### src/rtl/firebird7_in_gate1_tessent_tdr_mux_ctrl_w3.sv
// IJTAG TDR driving the gate1 w3 mux select/data, with capture of the mux output and a sticky mismatch flag.
// Optional macro FIREBIRD7_IN_GATE1_TDR_SO_RETIME_EN adds a falling-edge lockup flop on ijtag_so.
module firebird7_in_gate1_tessent_tdr_mux_ctrl_w3 #(
    parameter int DATA_W = 3
) (
    input  logic              ijtag_tck,
    input  logic              ijtag_reset,
    input  logic              ijtag_sel,
    input  logic              ijtag_ce,
    input  logic              ijtag_se,
    input  logic              ijtag_ue,
    input  logic              ijtag_si,
    output logic              ijtag_so,
    input  logic [DATA_W-1:0] observe_data,
    output logic              ijtag_select,
    output logic [DATA_W-1:0] ijtag_data_out
);
    localparam int L = DATA_W + 2;

    logic [L-1:0]      sr_q,   sr_d;
    logic              sel_q,  sel_d;
    logic [DATA_W-1:0] data_q, data_d;
    logic              mism_q, mism_d;
    logic              mism_set_s, mism_clr_s;

    // Next-state for the scan chain, update registers and sticky mismatch flag
    always_comb begin
        sr_d       = sr_q;
        sel_d      = sel_q;
        data_d     = data_q;
        mism_set_s = sel_q & (observe_data != data_q);
        mism_clr_s = ijtag_sel & ijtag_ue;
        mism_d     = mism_set_s | (mism_q & ~mism_clr_s);
        if (ijtag_sel) begin
            if (ijtag_ce) begin
                sr_d = {mism_q, observe_data, sel_q};
            end else if (ijtag_se) begin
                sr_d = {ijtag_si, sr_q[L-1:1]};
            end else begin
                sr_d = sr_q;
            end
            // Update reads the pre-edge chain, so it is unaffected by a same-edge capture/shift
            if (ijtag_ue) begin
                sel_d  = sr_q[0];
                data_d = sr_q[DATA_W:1];
            end else begin
                sel_d  = sel_q;
                data_d = data_q;
            end
        end else begin
            sr_d   = sr_q;
            sel_d  = sel_q;
            data_d = data_q;
        end
    end

    // State registers on the rising TCK edge, cleared asynchronously by ijtag_reset
    always_ff @(posedge ijtag_tck or negedge ijtag_reset) begin
        if (!ijtag_reset) begin
            sr_q   <= {L{1'b0}};
            sel_q  <= 1'b0;
            data_q <= {DATA_W{1'b0}};
            mism_q <= 1'b0;
        end else begin
            sr_q   <= sr_d;
            sel_q  <= sel_d;
            data_q <= data_d;
            mism_q <= mism_d;
        end
    end

    assign ijtag_select   = sel_q;
    assign ijtag_data_out = data_q;

`ifdef FIREBIRD7_IN_GATE1_TDR_SO_RETIME_EN
    logic so_q;

    // Lockup flop: scan-out moves half a cycle after the shift edge
    always_ff @(negedge ijtag_tck or negedge ijtag_reset) begin
        if (!ijtag_reset) begin
            so_q <= 1'b0;
        end else begin
            so_q <= sr_q[0];
        end
    end

    assign ijtag_so = so_q;
`else
    assign ijtag_so = sr_q[0];
`endif

endmodule
### config.mk
export PLATFORM = sky130hd
export DESIGN_NAME = firebird7_in_gate1_tessent_tdr_mux_ctrl_w3
export DESIGN_NICKNAME = d
export VERILOG_FILES = /design/src/rtl/firebird7_in_gate1_tessent_tdr_mux_ctrl_w3.sv
export SDC_FILE = /design/constraint.sdc
export NUM_CORES = 1
export LEC_CHECK = 0
export CAP_MARGIN = 20
export CORE_AREA = 3 3 40 42
export CTS_CLUSTER_SIZE = 8
export DETAILED_ROUTE_END_ITERATION = 10
export DIE_AREA = 0 0 43 45
export GPL_ROUTABILITY_DRIVEN = 0
export GPL_TIMING_DRIVEN = 0
export RECOVER_POWER = 100
export SLEW_MARGIN = 15
export SYNTH_ARGS = -nofsm -noshare
export SYNTH_HDL_FRONTEND = slang
export SYNTH_SLANG_ARGS = --single-unit
### constraint.sdc
create_clock -name ijtag_tck -period 1.2 [get_ports ijtag_tck]
set_input_delay 0.18 -clock ijtag_tck [delete_from_list [all_inputs] [get_ports ijtag_tck]]
set_output_delay 0.18 -clock ijtag_tck [all_outputs]
set_load 0.005 [all_outputs]
==> flow_metrics.py, run 1 <==
metrics = {
    "timing": {
        "final-setup-viol-count": 0,
        "finalHoldViolCount": 0,
        "period_needed_ns": 1.141,
        "final_worst_setup_slack_ns": 0.05886,
        "relSlewSlack_pct": 69.70,
        "layout_worst_path_cycle_share_pct": 95.10,
        "worstMarginPinSlew_ns": 0.4531,
        "final_setup_skew_ns": 0.001813,
        "max_freq_mhz": 876.3,
        "timing_max_transition_violations_final": 0,
        "rsz0062_at_grt": "false",
    },
    "global_routing": {
        "number_of_antenna_violations_at_the_first_check_in_global_routing": 0,
        "grt_max_degree": 11,
        "grt_use_total_pct": 12.57,
        "grt_overflow": 0,
        "first_global_vias": 407,
        "grt_first_pass_wirelength_um": 1718,
    },
    "yosys": {
        "ys_dominant_reg_cell": "dfrtp_1",
        "synthMostInstantiatedCell": "dfrtp_1",
        "synth_xor_area_share_pct": 5.412,
        "syn_area_per_cell_um2": 11.56,
        "synth_fp_nets": 52,
        "post-synth-top-area-cell": "dfrtp_1",
        "post_synth_inst_count": 42,
        "synth_compound_gate_area_share_pct": 20.88,
        "synth.top_cells.by_area": "dfrtp_1, mux2_4, o22ai_1, xor2_1, a21oi_1",
        "syn_area_um2": 485.5,
        "synth.yosys.seq_area_share_pct": 51.55,
        "netlist-cell-type-count": 14,
        "yosysWarningCount": 0,
        "synth_top_family_by_area": "compound AO/OA/AOI/OAI gates",
        "synth_fa_ha_area_share_pct": 0,
        "yosys.area.top_type_share_pct": 51.55,
        "synth.mux.area_fraction_pct": 12.37,
        "netlist_top_cells_count": "dfrtp_1, o22ai_1, a21oi_1",
        "synth_simple_gate_area_share_pct": 6.701,
        "synth_edf_count": 0,
        "ys_async_sr_fraction_pct": 100.0,
        "ys_seq_elements": 10,
    },
    "placement": {
        "detailedPlacementHpwl_um": 759.2,
        "placed_instances": 70,
        "worst_slack_at_placement_ns": -0.07150,
        "number_of_buffer_cells_added_on_primary_ports": 13,
    },
    "clock_tree": {
        "holdBufCountCts": 0,
        "clkLatencyLatePin_ns": 0.27,
        "cts_sinks": 10,
        "cts_root_buffer": "clkbuf_4",
        "cts-buffers-inserted": 3,
        "cts_tree": "done",
        "cts-root-to-sink-buffers": 2,
        "cts_htree_levels": 1,
        "clk_pin_slew_worst_paths_ns": 0.06,
    },
    "layout": {
        "insertedDiodeCount": 0,
        "fillers": 139,
        "synthesis_to_layout_area_growth_pct": 37.89,
        "post_layout_nonfiller_instances": 78,
        "final_nets": 75,
        "multi_input_area_um2": 205.2,
        "area.sequential_um2": 250.2,
        "postLayoutCoreUtil_pct": 52.09,
        "post_route_cells_drive_above_1_share_pct": 15.87,
    },
    "setup_path": {
        "setup.worst_path.start_class": "primary input",
        "worst-endpoint-arrival_ns": 1.29,
        "critical_path.endpoint_type": "register",
        "timing.setup.critical_path_class": "primary input to register",
        "crit_path_max_fanout": 5,
        "cp.required_ns": 1.34,
    },
    "die": {
        "design.core.area_mm2": 0.001285,
        "ioPinCount": 15,
        "die_height_um": 45,
        "initial_core_util_pct": 37.78,
        "rows": 13,
        "die_width_um": 43,
        "fp.dieArea_mm2": 0.001935,
    },
    "detailed_routing": {
        "drt_iter0_drc": 7,
        "vias_per_cell": 5.231,
        "detail_route.wl_per_cell_um": 12.99,
        "drtAntennaViolNets": 0,
        "wirelength_um": 1013,
        "dr.pass1.iters": 4,
        "detail_route.drc_violations": 0,
        "vias": 408,
    },
    "hold_path": {
        "holdCritPathClass": "primary input to register",
    },
    "outcome": {
        "result_of_the_run": "finished clean",
    },
    "power_and_ir_drop": {
        "ir_drop_v": 0.0007876,
        "power.density_cell_area_mw_per_mm2": 1551,
        "finalPower_mw": 1.039,
        "power.leakage_nw": 0.2809,
    },
    "job": {
        "max-cap-violations": 0,
    },
}
## cell families (layout without fill, tap and decap cells)
kind of cell / count (synthesis) / in the layout
DFF: 10 / 10
and+or+nand+nor: 6 / 6
xor gates and xnor gates: 3 / 3
AOI/OAI and AO/OA: 17 / 17
buffers and inverters: 2 / 23
muxes: 4 / 4
## cell usage in the layout, fill, tap and decap left out
cell type and count:
dlygate4sd3_1 3, o21ai_0 1, clkbuf_4 3, nand2_1 4, dfrtp_1 10, clkbuf_1 1
mux2_1 2, nor2_1 1, xor2_1 3, buf_4 4, mux2_4 2, o22ai_1 9
o21a_1 1, dlygate4sd2_1 5, nand2b_1 1, inv_1 1, buf_6 1, a21oi_1 5
clkdlybuf4s50_1 5, a22oi_1 1
## routing by layer
metal / part of all wire [%] / GRT usage (%) / vias up
met5: 0 / 0 / -
met4: 2.3 / 7.229 / 0
met3: 6.8 / 5.976 / 4
met2: 46 / 19.46 / 12
met1: 45 / 14.29 / 192
li1: - / - / 200
## path summary, 6_finish.rpt
check | startpoint | end | slack [ns] | depth (start not counted)
hold / removal | ijtag_sel | sr_q[3] | 0.12 | 2
min in group asynchronous | ijtag_reset | ijtag_select | 0.30 | 1
max in group asynchronous | ijtag_reset | sr_q[0] | 0.59 | 1
hold reg to reg | mism_q | mism_q | 0.51 | 2
setup / recovery | ijtag_ue | ijtag_data_out[2] | 0.06 | 3
setup reg to reg | ijtag_data_out[0] | mism_q | 0.19 | 4
## through the flow
| stage | hold slack, ns | TNS [ns] | cell area (µm²) |
|---|---|---|---|
| detailed placement | 0.4133 | -0.2217 | 634.4 |
| global route | 0.1349 | 0 | 669.4 |
| CTS | 0.1250 | 0 | 688.2 |
| finish | 0.1207 | 0 | 669.4 |
| floorplan | -0.1156 | 0 | 485.5 |
| global placement | 0.4080 | -0.2345 | 634.4 |
## worst max-delay path: stages
cell           delay, ns
dlygate4sd3_1       0.54
nand2_1             0.20
mux2_1              0.37
## registers in the layout, summed over array words and instances (netlist names)
| signal | count |
|---|---|
| ijtag_data_out | 3 |
| ijtag_select | 1 |
| mism_q | 1 |
| sr_q | 5 |
## report_power, final
| group | switching, mW | total (mW) | internal, mW |
|---|---|---|---|
| clock | 0.109 | 0.225 | 0.116 |
| combinational | 0.138 | 0.347 | 0.210 |
| sequential | 0.0493 | 0.466 | 0.417 |
## timing repair
item / in CTS / in global routing
setup endpoints to repair: 5 / 0
gates resized for setup: 5 / 0
endpoints found under the hold margin: 0 / 0
setup buffers: 5 / 0
## layout make-up
type / instances / area share, %
repair buffers: 18 / 23.55
well taps: 15 / 2.804
plain buffers: 1 / 1.682
clock buffers: 3 / 3.364
flip-flops and latches: 10 / 37.38
inverters: 1 / 0.5607
multi-input cells: 30 / 30.65
No activity file was read; power rests on OpenSTA's default activity.
==> inputs of run 2 (changes only) <==
- CAP_MARGIN: 20 -> unset
- REMOVE_ABC_BUFFERS: unset -> 1
==> run 2 against run 1 <==
Against the previous run: design area grew 2.2%; clock-buffer cell count grew 1; sequential cell count stayed put; worst hold slack improved by 0.17 ns; worst setup slack improved by 0.019 ns; maximum frequency up 1.7%; critical path depth did not move; critical endpoint is now ijtag_select.
==> flow_metrics.py, run 2 (synthesis gave the netlist of run 1 again) <==
metrics = {
    "timing": {
        "worstMarginPinSlew_ns": 0.4567,
        "final_setup_skew_ns": 0.005037,
        "final_worst_setup_slack_ns": 0.07739,
        "max_freq_mhz": 890.8,
        "finalHoldViolCount": 0,
        "layout_worst_path_cycle_share_pct": 93.55,
        "rsz0062_at_grt": "false",
        "period_needed_ns": 1.123,
        "timing_max_transition_violations_final": 0,
        "fin_tns_setup_ns": 0,
        "final-setup-viol-count": 0,
        "relSlewSlack_pct": 69.45,
    },
    "setup_path": {
        "worst-r2r-cell-count": 4,
        "regToRegEndpoint": "mism_q",
        "worst-endpoint-arrival_ns": 1.28,
        "cp.required_ns": 1.35,
        "timing.reg2reg.setup_slack_ns": 0.20,
        "setup.worst_path.start_class": "primary input",
        "timing.setup.critical_path_class": "primary input to register",
        "critical_path.endpoint_type": "register",
        "worstReg2RegStart": "ijtag_data_out[0]",
        "crit_path_max_fanout": 5,
    },
    "die": {
        "design.core.area_mm2": 0.001285,
        "ioPinCount": 15,
        "initial_core_util_pct": 37.78,
        "die_width_um": 43,
        "fp.dieArea_mm2": 0.001935,
        "die_height_um": 45,
        "rows": 13,
    },
    "power_and_ir_drop": {
        "internal_power_uw": 806.8,
        "ir_drop_v": 0.0008096,
        "power.switching_uw": 319.6,
        "power.density_cell_area_mw_per_mm2": 1646,
        "combPwrFrac_pct": 30.9,
        "finalPower_mw": 1.126,
        "netSwitchingFraction_pct": 28.37,
        "power_frac_clock_pct": 27.6,
        "pwr-share-seq_pct": 41.5,
        "power.leakage_nw": 0.2951,
    },
    "layout": {
        "most_frequent_cells_in_the_layout": "dfrtp_1, o22ai_1, a21oi_1, clkdlybuf4s50_1, dlygate4sd2_1",
        "insertedDiodeCount": 0,
        "final_nets": 75,
        "synthesis_to_layout_area_growth_pct": 40.98,
        "register_with_the_most_flip_flops": "sr_q",
        "post-route-cell-area_um2": 684.4,
        "largest_register_ff_count": 5,
        "post_route_cells_drive_above_1_share_pct": 15.63,
        "layout.cells.most_common": "dfrtp_1",
    },
    "global_routing": {
        "first_global_vias": 415,
        "grt_max_degree": 11,
        "grt_first_pass_wirelength_um": 1752,
        "grt_use_total_pct": 12.96,
        "number_of_antenna_violations_at_the_first_check_in_global_routing": 0,
        "grt_overflow": 0,
    },
    "job": {
        "max-cap-violations": 0,
    },
    "clock_tree": {
        "cts_sinks": 10,
        "clkLatencyLatePin_ns": 0.27,
        "cts-buffers-inserted": 3,
        "clk_pin_slew_worst_paths_ns": 0.07,
        "cts_root_buffer": "clkbuf_4",
        "cts_htree_levels": 1,
        "cts_tree": "done",
        "cts-root-to-sink-buffers": 2,
    },
    "detailed_routing": {
        "wirelength_um": 1108,
        "drt_iter0_drc": 5,
        "dr.pass1.iters": 4,
        "detail_route.wl_per_cell_um": 14.03,
        "drtAntennaViolNets": 0,
        "detail_route.drc_violations": 0,
        "vias": 431,
        "vias_per_cell": 5.456,
    },
    "hold_path": {
        "holdCritPathClass": "primary input to async pin",
    },
    "outcome": {
        "result_of_the_run": "finished clean",
    },
    "placement": {
        "worst_slack_at_placement_ns": -0.2416,
        "number_of_buffer_cells_added_on_primary_ports": 14,
        "placement_stage_cell_area_um2": 633.1,
        "detailedPlacementHpwl_um": 764.4,
    },
}
run 2: changes by cell type in the layout (fill, tap and decap cells not counted), sizes merged:
cell / previous run / this run
buf: 5 / 4
clkbuf: 4 / 5
dlymetal6s2s: 0 / 1
run 2: final cells by class:
cell class,instances,area [µm²]
fillers,135,600.6
flip-flops and latches,10,250.2
multi-input cells,30,205.2
repair buffers,19,170.2
clock buffers,4,36.28
well taps,15,18.77
inverters,1,3.754
run 2: worst max-delay path, cell delays in order:
cell	delay (ns)
dlygate4sd3_1	0.54
nand2_1	0.20
mux2_1	0.36
run 2: timing repair:
action	4_1_cts	5_1_grt
setup buffers	5	0
hold buffers	0	0
setup endpoints to repair	5	4
gates resized for setup	5	1
endpoints found under the hold margin	0	0
run 2: worst max path at each step:
stage	end	slack (ns)	depth (start not counted)	start
after detailed placement	ijtag_select	-0.24	3	ijtag_sel
after floorplan	mism_q	0.33	3	ijtag_data_out[0]
after global routing	ijtag_select	0.04	3	ijtag_ue
final	ijtag_select	0.08	3	ijtag_ue
after CTS	ijtag_select	0.05	3	ijtag_sel
after global placement	ijtag_select	-0.22	3	ijtag_sel
run 2: metal layers:
metal	vias to the layer above	global-route usage [%]	wire, µm
met4	0	7.229	11
met2	21	21.26	549
met3	4	4.781	83
met1	204	14.68	463
met5	-	0	0
li1	202	-	-
run 2: stage by stage:
step | utilization, % | instances | hold WS [ns]
final | 53.26 | 79 | 0.2889
after global routing | 53.26 | 79 | 0.3205
after CTS | 54.53 | 79 | 0.2308
after detailed placement | 49.27 | 70 | 0.5090
after global placement | 49.27 | 70 | 0.5115
after floorplan | - | 41 | -0.1156
run 2: power groups by stage:
| stage | Clock [mW] | Sequential [mW] | Combinational [mW] |
|---|---|---|---|
| final | 0.311 | 0.467 | 0.348 |
| after global routing | 0.346 | 0.475 | 0.378 |
| after CTS | 0.324 | 0.463 | 0.379 |
| after detailed placement | 0 | 0.504 | 0.312 |
| after global placement | 0 | 0.502 | 0.305 |
| after floorplan | 0 | 0.490 | 0.148 |
==> inputs of run 3 (changes only) <==
==> constraint.sdc (replaced) <==
create_clock -name ijtag_tck -period 1.2 [get_ports ijtag_tck]
set_input_delay 0.36 -clock ijtag_tck [delete_from_list [all_inputs] [get_ports ijtag_tck]]
set_output_delay 0.36 -clock ijtag_tck [all_outputs]
set_load 0.005 [all_outputs]
==> run 3 against run 2 <==
Against the previous run: total power increased by 0.22%; non-clock buffer count increased by 1; first-iteration DRC count unchanged; design area is 1.8% lower; clock skew shrank 0.0016 ns; clock-buffer cell count did not move; cell count grew 1.3%; largest cell class unchanged; core utilization is 0.97 points lower; die area stayed put; sequential share of layout area increased by 0.68 points.
==> flow_metrics.py, run 3 (synthesis gave the netlist of run 1 again) <==
metrics = {
    "layout": {
        "post_layout_nonfiller_instances": 80,
        "most_frequent_cells_in_the_layout": "dfrtp_1, o22ai_1, clkdlybuf4s50_1, buf_4, a21oi_1",
        "insertedDiodeCount": 0,
        "register_with_the_most_flip_flops": "sr_q",
        "largest_register_ff_count": 5,
        "synthesis_to_layout_area_growth_pct": 38.40,
        "final_nets": 76,
        "post_route_cells_drive_above_1_share_pct": 23.08,
        "fillers": 144,
        "postLayoutCoreUtil_pct": 52.29,
        "layout.cells.most_common": "dfrtp_1",
    },
    "timing": {
        "final_worst_setup_slack_ns": 0.06291,
        "worstMarginPinSlew_ns": 0.4507,
        "timing_max_transition_violations_final": 0,
        "final-setup-viol-count": 0,
        "max_freq_mhz": 879.4,
        "layout_worst_path_cycle_share_pct": 94.76,
        "period_needed_ns": 1.137,
        "timing.hold.ws_ns": 0.4680,
        "final_setup_skew_ns": 0.003485,
        "relSlewSlack_pct": 69.85,
        "finalHoldViolCount": 0,
        "rsz0062_at_grt": "false",
    },
    "clock_tree": {
        "cts_root_buffer": "clkbuf_4",
        "clkLatencyLatePin_ns": 0.27,
        "cts-buffers-inserted": 3,
        "cts_tree": "done",
        "cts-root-to-sink-buffers": 2,
        "holdBufCountCts": 0,
        "cts_htree_levels": 1,
        "clk_pin_slew_worst_paths_ns": 0.07,
        "cts_sinks": 10,
    },
    "hold_path": {
        "holdCritPathClass": "primary input to async pin",
    },
    "detailed_routing": {
        "detail_route.drc_violations": 0,
        "vias_per_cell": 5.338,
        "vias": 427,
        "drtAntennaViolNets": 0,
        "detail_route.wl_per_cell_um": 13.98,
        "drt_iter0_drc": 5,
        "wirelength_um": 1118,
        "dr.pass1.iters": 4,
    },
    "die": {
        "ioPinCount": 15,
        "rows": 13,
        "design.core.area_mm2": 0.001285,
        "fp.dieArea_mm2": 0.001935,
        "initial_core_util_pct": 37.78,
        "die_width_um": 43,
        "die_height_um": 45,
    },
    "placement": {
        "detailedPlacementHpwl_um": 764.4,
        "placed_instances": 70,
        "number_of_buffer_cells_added_on_primary_ports": 14,
        "worst_slack_at_placement_ns": -0.4216,
    },
    "setup_path": {
        "critical_path_buf_inv_count": 1,
        "worst-endpoint-arrival_ns": 0.78,
        "cpPeakStageDelay_ns": 0.38,
        "timing.setup.critical_path_class": "register to output port",
        "critical_path.endpoint_type": "output port",
        "setup.worst_path.start_class": "register",
        "crit_path_top_delay_cell": "dfrtp_1",
        "crit_path_max_fanout": 2,
        "cp.required_ns": 0.84,
        "crit_chain": "buf_2",
        "critPathTopFamily": "flip-flops",
    },
    "power_and_ir_drop": {
        "ir_drop_v": 0.0008336,
        "power.density_cell_area_mw_per_mm2": 1680,
        "power.leakage_nw": 0.2897,
    },
    "global_routing": {
        "number_of_antenna_violations_at_the_first_check_in_global_routing": 0,
        "grt_max_degree": 11,
        "grt_first_pass_wirelength_um": 1731,
        "grt_use_total_pct": 12.88,
        "grt_overflow": 0,
        "first_global_vias": 409,
    },
    "job": {
        "max-cap-violations": 0,
    },
    "outcome": {
        "result_of_the_run": "finished clean",
    },
}
## run 3: layer usage
layer	GRT usage, %	up-vias	wire (µm)
li1	-	205	-
met1	14.68	200	479
met2	20.96	20	548
met3	4.781	2	84
met4	7.229	0	6
met5	0	-	0
## run 3: power by group
group          internal (mW)  total, mW  switching, mW
Sequential             0.416      0.466         0.0496
Combinational          0.203      0.351          0.148
Clock                  0.184      0.312          0.127
Total                  0.804       1.13          0.325
## run 3: through the flow
step / TNS, ns / total power [mW] / instance area, µm²
after CTS: -0.02145 / 1.159 / 685.7
final: 0 / 1.129 / 671.9
after global routing: 0 / 1.201 / 671.9
after floorplan: 0 / 0.6377 / 474.2
after global placement: -3.922 / 0.8068 / 633.1
after detailed placement: -4.076 / 0.8153 / 633.1
## run 3: timing repair
| item | 4_1_cts | 5_1_grt |
|---|---|---|
| gates resized for setup | 19 | 2 |
| pin swaps | 0 | 0 |
| setup endpoints to repair | 14 | 5 |
| setup buffers | 5 | 1 |
## run 3: final timing paths
kind,from,to,slack (ns),cells after the start
setup / recovery,ijtag_data_out[1],ijtag_data_out[1],0.06,1
hold / removal,ijtag_reset,ijtag_select,0.47,1
setup reg to reg,ijtag_select,ijtag_select,0.14,3
hold reg to reg,mism_q,mism_q,0.52,2
max in group asynchronous,ijtag_reset,sr_q[3],0.42,1
min in group ijtag_tck,mism_q,mism_q,0.52,2
## run 3: layout make-up
| cell class | instances | area [µm²] | share of cell area (%) |
|---|---|---|---|
| Sequential cell | 10 | 250.2 | 37.24 |
| Multi-Input combinational cell | 30 | 203.9 | 30.35 |
| Clock buffer | 4 | 36.28 | 5.400 |
| Timing Repair Buffer | 20 | 158.9 | 23.65 |
| Tap cell | 15 | 18.77 | 2.793 |
| Inverter | 1 | 3.754 | 0.5587 |
